[config.mk]
export PLATFORM = sky130hd
export DESIGN_NAME = mux4_way_16
export DESIGN_NICKNAME = d
export VERILOG_FILES = /design/src/rtl/mux4_way_16.sv
export SDC_FILE = /design/constraint.sdc
export NUM_CORES = 1
export LEC_CHECK = 0
export CELL_PAD_IN_SITES_DETAIL_PLACEMENT = 1
export CELL_PAD_IN_SITES_GLOBAL_PLACEMENT = 2
export CORE_MARGIN = 4
export CORE_UTILIZATION = 22
export CTS_BUF_LIST = sky130_fd_sc_hd__clkbuf_16
export CTS_CLUSTER_DIAMETER = 100
export DETAILED_ROUTE_END_ITERATION = 8
export MAX_ROUTING_LAYER = met4
export PLACE_DENSITY_LB_ADDON = 0.05
export SYNTH_ARGS = -nofsm -noshare
export SYNTH_HDL_FRONTEND = slang
export SYNTH_SLANG_ARGS = --single-unit
[constraint.sdc]
create_clock -name clk -period 2 [get_ports clk]
set_input_delay 0.3 -clock clk [delete_from_list [all_inputs] [get_ports clk]]
set_output_delay 0.3 -clock clk [all_outputs]
set_load 0.005 [all_outputs]
[src/rtl/mux4_way_16.sv]
// mux4_way_16: 4-input WIDTH-bit word selector with a registered copy of the
// selected word and a saturating select-change counter.
// Optional macro MUX4WAY16_PARITY_EN adds y_par (registered XOR-reduce of
// y_q) and y_par_comb (XOR-reduce of y).
module mux4_way_16 #(
    parameter int WIDTH = 16,
    parameter int CNT_W = 16
) (
    input  logic             clk,
    input  logic             rst_n,
    input  logic [WIDTH-1:0] a,
    input  logic [WIDTH-1:0] b,
    input  logic [WIDTH-1:0] c,
    input  logic [WIDTH-1:0] d,
    input  logic [1:0]       sel,
    input  logic             in_valid,
    output logic [WIDTH-1:0] y,
    output logic [WIDTH-1:0] y_q,
    output logic [1:0]       sel_q,
    output logic             out_valid,
    output logic [CNT_W-1:0] sel_changes
`ifdef MUX4WAY16_PARITY_EN
    ,
    output logic             y_par,
    output logic             y_par_comb
`endif
);

    logic [1:0] sel_prev;

    // Zero-latency word select; an unknown select propagates X.
    always_comb begin
        case (sel)
            2'b00:   y = a;
            2'b01:   y = b;
            2'b10:   y = c;
            2'b11:   y = d;
            default: y = 'x;
        endcase
    end

    // Registered copy of the selected word, qualified by in_valid.
    always_ff @(posedge clk) begin
        if (!rst_n) begin
            y_q       <= '0;
            sel_q     <= 2'b00;
            out_valid <= 1'b0;
`ifdef MUX4WAY16_PARITY_EN
            y_par     <= 1'b0;
`endif
        end else if (in_valid) begin
            y_q       <= y;
            sel_q     <= sel;
            out_valid <= 1'b1;
`ifdef MUX4WAY16_PARITY_EN
            y_par     <= ^y;
`endif
        end else begin
            out_valid <= 1'b0;
        end
    end

    // Saturating count of select transitions, independent of in_valid.
    always_ff @(posedge clk) begin
        if (!rst_n) begin
            sel_prev    <= 2'b00;
            sel_changes <= '0;
        end else begin
            sel_prev <= sel;
            if ((sel != sel_prev) && (sel_changes != '1)) begin
                sel_changes <= sel_changes + 1'b1;
            end
        end
    end

`ifdef MUX4WAY16_PARITY_EN
    assign y_par_comb = ^y;
`endif

endmodule

==> results.json, run 1 <==
{
  "die_y_microns": 104.8,
  "synth_ff_type": "dfxtp_1",
  "p_int_w": 0.001558,
  "setup_viol": 0,
  "ir_drop_mv": 0.3178,
  "yosys.area.top_type": "dfxtp_1",
  "grt_use_met3": 0.03953,
  "max_freq_ghz": 0.5224,
  "gp_congestion": 0.6907,
  "yosys_warnings": 0,
  "stdcell_count": 432,
  "required_ns": 1.70,
  "syn_area_sq_um": 2063,
  "pwr-share-comb": 0.245,
  "hold_viol": 0,
  "cts-root-buf": "clkbuf_16",
  "top_usage_layer": "met2",
  "cts_tree": "yes",
  "grtUsageMet2": 0.2259,
  "grt_pass1_vias": 2256,
  "p_sw_w": 0.0004910,
  "hold_path.class": "reg -> reg",
  "drive_gt1_frac": 0.1371,
  "clock_path_buffers": 2,
  "relSlewSlack": 0.6140,
  "rsz0062_at_grt": "no",
  "yosysSeqAreaShare": 0.3590,
  "cp-start-kind": "input port",
  "path_max_fanout": 8,
  "die_area_sq_um": 10990,
  "numClockSinks": 37,
  "grtUsageMet1": 0.1574,
  "htree_num_levels": 2,
  "worst_slew_pin_slew_ns": 0.5781,
  "fillers": 1055,
  "dp_cells": 419,
  "synthArstFlopShare": 0,
  "clock_latency_ns": 0.28,
  "hpwlAfterDp_mm": 5.289,
  "fin_worst_skew_ns": 0.005677,
  "synth_nets": 258,
  "finalSetupTns_ns": 0,
  "p_per_area_nw_per_um2": 565.0,
  "finalPower_w": 0.002049,
  "drt-pass1-iter-count": 4,
  "clkTransAtPathRegs_ns": 0.05,
  "grt_antenna_before_repair": 0,
  "routed_via_density": 4.808,
  "synth.top_cell.area_share": 0.3590,
  "wire_per_inst_microns": 16.31,
  "avgSynthCellArea_sq_um": 10.97,
  "rows": 35,
  "core_area_sq_um": 9196,
  "endpoint_kind": "primary output",
  "post-synth-top-count-cell": "dfxtp_1",
  "seqPwrFrac": 0.390,
  "status": "finished clean",
  "synth.ff_latch_count": 37,
  "drt_iter0_drc": 28,
  "grt_max_degree": 29,
  "slew_violations": 0,
  "final_nets": 390,
  "numCtsBuffers": 5,
  "final.min_clock_period_ns": 1.914,
  "antenna_cells": 0,
  "synth_edf_count": 0,
  "switching_share": 0.2396,
  "placement.cell_area_sq_um": 3436,
  "fin_crit_sh": 0.9571,
  "synth_area_leaders": "dfxtp_1 (36%), mux4_2 (9.8%), mux2i_1 (9.2%), mux4_1 (8.9%), nor2_1 (3.8%)",
  "port-buffer-count": 119,
  "total_leakage_power_nw": 1.483,
  "clkPwrFrac": 0.364,
  "die_x_microns": 104.8,
  "drc": 0,
  "grt_usage": 0.1349,
  "wl_mm": 7.044,
  "synthCells": 188,
  "final_area_sq_um": 3627,
  "ctsHoldBuffers": 0,
  "initial_core_util": 0.2244,
  "ant_nets": 0,
  "worstSetupPathType": "in -> out",
  "ys_top_cells_by_count": "dfxtp_1 (37), nor2_1 (21), mux2i_1 (19)",
  "worstPathArrival_ns": 1.61,
  "ys_types": 43,
  "overflow": 0,
  "max-cap-violations": 0,
  "syn_to_final_growth_pct": 75.80,
  "num_vias": 2077,
  "ioPinCount": 120,
  "grt_pass1_wl_mm": 11.51
}
cell families after synthesis:
kind of cell | after synthesis | synth area share
compound gates | 33 | 0.1134
xor+xnor | 2 | 0.02668
simple gates | 64 | 0.1753
mux | 35 | 0.2796
fa+ha+maj | 1 | 0.006063
flops | 37 | 0.3590
buf+inv | 16 | 0.04001
routing by layer:
| layer | wire (microns) | vias to the layer above | part of all wire |
|---|---|---|---|
| met2 | 3596 | 73 | 0.51 |
| met1 | 2891 | 996 | 0.41 |
| met4 | 91 | 0 | 0.013 |
| met5 | 0 | - | 0 |
| met3 | 463 | 9 | 0.066 |
| li1 | - | 999 | - |
flip-flops by register name, summed over array words and instances, names as in the netlist:
signal / cells
out_valid: 1
sel_changes: 16
sel_prev: 2
sel_q: 2
y_q: 16
layout by cell type (no fill, tap or decap), types with 2 or more instances in the layout:
cell / count
mux2i_1: 19
xor2_4: 2
nor2_1: 21
a31oi_1: 2
and2_1: 3
and4_1: 2
buf_6: 2
nand4_1: 7
or4_1: 3
buf_4: 13
o31ai_1: 4
mux4_2: 12
mux4_1: 4
or3_1: 4
clkdlybuf4s50_1: 101
a211oi_1: 2
a21oi_1: 8
clkbuf_16: 5
o211ai_1: 2
and3_1: 8
nand2_1: 6
o21ai_0: 5
o2111ai_1: 2
nand3_1: 4
dfxtp_1: 37
dlymetal6s2s_1: 5
dlygate4sd2_1: 12
inv_1: 6
layout make-up:
type | instances | area (sq um) | area share
sequential | 37 | 740.7 | 0.2042
tap | 111 | 138.9 | 0.03829
timing repair buffer | 137 | 1368 | 0.3770
clock buffer | 5 | 125.1 | 0.03449
multi-input combinational | 135 | 1229 | 0.3387
clock inverter | 3 | 11.26 | 0.003105
inverter | 4 | 15.01 | 0.004139
stage by stage:
stage | worst slack [ns] | utilization | hold slack (ns)
after global placement | -0.3736 | 0.3736 | 0.4750
after detailed placement | -0.3892 | 0.3736 | 0.4858
after CTS | 0.004649 | 0.3914 | 0.4977
final | 0.08586 | 0.3944 | 0.4928
after floorplan | 0.3206 | - | 0.4520
after global routing | 0.007920 | 0.3944 | 0.5235
power by group through the flow:
stage          Clock, W  Sequential (W)  Combinational [W]
4_1_cts        0.000785        0.000800           0.000512
2_1_floorplan         0        0.000818           0.000178
5_1_grt        0.000820        0.000805           0.000547
6_report       0.000746        0.000800           0.000503
3_3_place_gp          0        0.000816           0.000508
3_5_place_dp          0        0.000815           0.000511
what timing repair did:
item	4_1_cts	5_1_grt
resized for setup	20	5
setup endpoints to repair	16	8
setup buffers	1	2
gates cloned	2	0
pin swaps	0	0
path summary, 6_finish.rpt:
kind | start | to | slack, ns | cells past startpoint
hold / removal | sel_q[1] | sel_q[1] | 0.49 | 2
hold reg to reg | sel_q[1] | sel_q[1] | 0.49 | 2
setup / recovery | sel[0] | y[14] | 0.09 | 4
setup reg to reg | sel_changes[0] | sel_changes[4] | 0.33 | 6
critical path, cell delays in order:
cell             delay [ns]
clkdlybuf4s15_2        0.22
bufbuf_16              0.29
mux4_2                 0.52
dlygate4sd2_1          0.29
No activity file was read; power rests on OpenSTA's default activity.
==> run 2, diff against run 1 <==
- CAP_MARGIN: not set -> 20
==> results of run 2 <==
No change in the layout: final DEF, timing and power equal those of run 1.
==> run 3, diff against run 2 <==
- CORE_UTILIZATION: 22 -> 23
- clock period: 2 -> 2.27 ns (I/O delays scaled with it)
==> run 3 against run 2 <==
Die area decreased by 4.0%. Cell count decreased by 1.6%. Sequential cell count unchanged. Worst setup slack got worse by 0.032 ns. Count of clock-buffer cells in the layout unchanged. First-iteration DRC count increased by 75%. Sequential power decreased by 11%. Clock skew about the same. Highest routed layer unchanged.
==> results.json, run 3 (synthesized netlist as in run 1, its figures left out) <==
{
  "worstPathArrival_ns": 1.88,
  "clock_latency_ns": 0.28,
  "grt_pass1_wl_mm": 11.12,
  "htree_num_levels": 2,
  "min_path_cells": 2,
  "num_vias": 2061,
  "die_area_sq_um": 10550,
  "port-buffer-count": 119,
  "numCtsBuffers": 5,
  "ir_drop_mv": 0.2318,
  "antenna_cells": 0,
  "fillers": 955,
  "ant_nets": 0,
  "placement.cell_area_sq_um": 3445,
  "required_ns": 1.93,
  "cts_tree": "yes",
  "fin_crit_sh": 0.9763,
  "final_area_sq_um": 3626,
  "setup_viol": 0,
  "core_area_sq_um": 8721,
  "wire_per_inst_microns": 16.24,
  "drive_gt1_frac": 0.1199,
  "worstSetupPathType": "in -> out",
  "hold_path.class": "reg -> reg",
  "numClockSinks": 37,
  "clkTransAtPathRegs_ns": 0.06,
  "worstHoldStart": "y_q[14]",
  "drt-pass1-iter-count": 4,
  "overflow": 0,
  "hold_end": "y_q[14]",
  "r2r_end": "sel_changes[4]",
  "cts-root-buf": "clkbuf_16",
  "gp_congestion": 0.7008,
  "top_regs": "sel_changes (16), y_q (16)",
  "finalSetupTns_ns": 0,
  "layout_commonest_cell": "clkdlybuf4s50_1",
  "ioPinCount": 120,
  "die_y_microns": 102.7,
  "slew_violations": 0,
  "max_freq_ghz": 0.4512,
  "rows": 34,
  "cp-startpoint": "sel[1]",
  "r2r_start": "sel_changes[0]",
  "ff_latch_area_sq_um": 740.7,
  "rsz0062_at_grt": "no",
  "multi_input_area_sq_um": 1240,
  "syn_to_final_growth_pct": 75.74,
  "dp_cells": 416,
  "worst_slew_pin_slew_ns": 0.5435,
  "path_max_fanout": 9,
  "r2r_slack_ns": 0.60,
  "drt_iter0_drc": 49,
  "total_leakage_power_nw": 1.414,
  "drc": 0,
  "status": "finished clean",
  "final.min_clock_period_ns": 2.216,
  "fin_worst_skew_ns": 0.005524,
  "hold_viol": 0,
  "p_per_area_nw_per_um2": 499.9,
  "max-cap-violations": 0,
  "finalPower_w": 0.001813,
  "grt_usage": 0.1408,
  "endpoint_kind": "primary output",
  "wl_mm": 6.903,
  "routed_via_density": 4.849,
  "final_cell_mix": "clkdlybuf4s50_1 (118), dfxtp_1 (37), nor2_1 (21)",
  "clock_path_buffers": 2,
  "cp-start-kind": "input port",
  "grt_pass1_vias": 2214,
  "hpwlAfterDp_mm": 5.384,
  "final_nets": 387,
  "grt_max_degree": 29,
  "stdcell_count": 425,
  "relSlewSlack": 0.6371,
  "die_x_microns": 102.7,
  "initial_core_util": 0.2366,
  "grt_antenna_before_repair": 0,
  "rr_worst_depth": 6
}
[run 3: cell count changes in the layout (fill, tap and decap cells not counted)]
cell             change
buf_2                -1
dlygate4sd2_1       -12
buf_4                -3
mux4_2               -3
clkinv_1             +1
dlymetal6s2s_1       -5
clkdlybuf4s50_1     +17
mux4_1               +3
buf_12               +1
inv_1                -2
[run 3: metrics by stage]
stage,worst slack [ns],hold slack (ns),util
4_1_cts,0.02356,0.5117,0.4149
3_3_place_gp,-0.1888,0.4755,0.3950
5_1_grt,0.004597,0.5342,0.4158
6_report,0.05384,0.5021,0.4158
3_5_place_dp,-0.2152,0.4937,0.3950
2_1_floorplan,0.5906,0.4792,-
[run 3: how the worst max path moves through the flow]
| stage | to | slack [ns] |
|---|---|---|
| finish | y[9] | 0.05 |
| global route | y[9] | 0.005 |
| CTS | y[9] | 0.02 |
| detailed placement | y[9] | -0.22 |
| global placement | y[9] | -0.19 |
| floorplan | sel_changes[15] | 0.59 |
[run 3: worst max-delay path, cell delays in order]
cell and delay (ns):
clkdlybuf4s50_1 0.55, buf_6 0.17, mux4_1 0.32, clkdlybuf4s50_1 0.50
[run 3: layout make-up]
type,count,area share
Clock buffer,5,0.03451
Clock inverter,2,0.002070
Inverter,4,0.004141
Multi-Input combinational cell,135,0.3420
Sequential cell,37,0.2043
Tap cell,108,0.03727
Timing Repair Buffer,134,0.3758
[run 3: report_power, final]
| part | internal (W) | total [W] | switching, W |
|---|---|---|---|
| clock | 0.000393 | 0.000651 | 0.000258 |
| combinational | 0.000309 | 0.000452 | 0.000143 |
| sequential | 0.000683 | 0.000710 | 0.0000266 |
| total | 0.00138 | 0.00181 | 0.000428 |
[run 3: what timing repair did]
item | 4_1_cts | 5_1_grt
endpoints found under the setup margin | 16 | 2
hold buffers | 0 | 0
resized for setup | 3 | 2
gates cloned | 1 | 0
buffers inserted | 1 | 0
[run 3: metal layers]
metal,vias up,wire length (microns),global-route usage
met3,4,478,0.04668
met4,0,40,0.03633
li1,991,-,-
met2,76,3573,0.2368
met1,990,2810,0.1613
met5,-,0,-
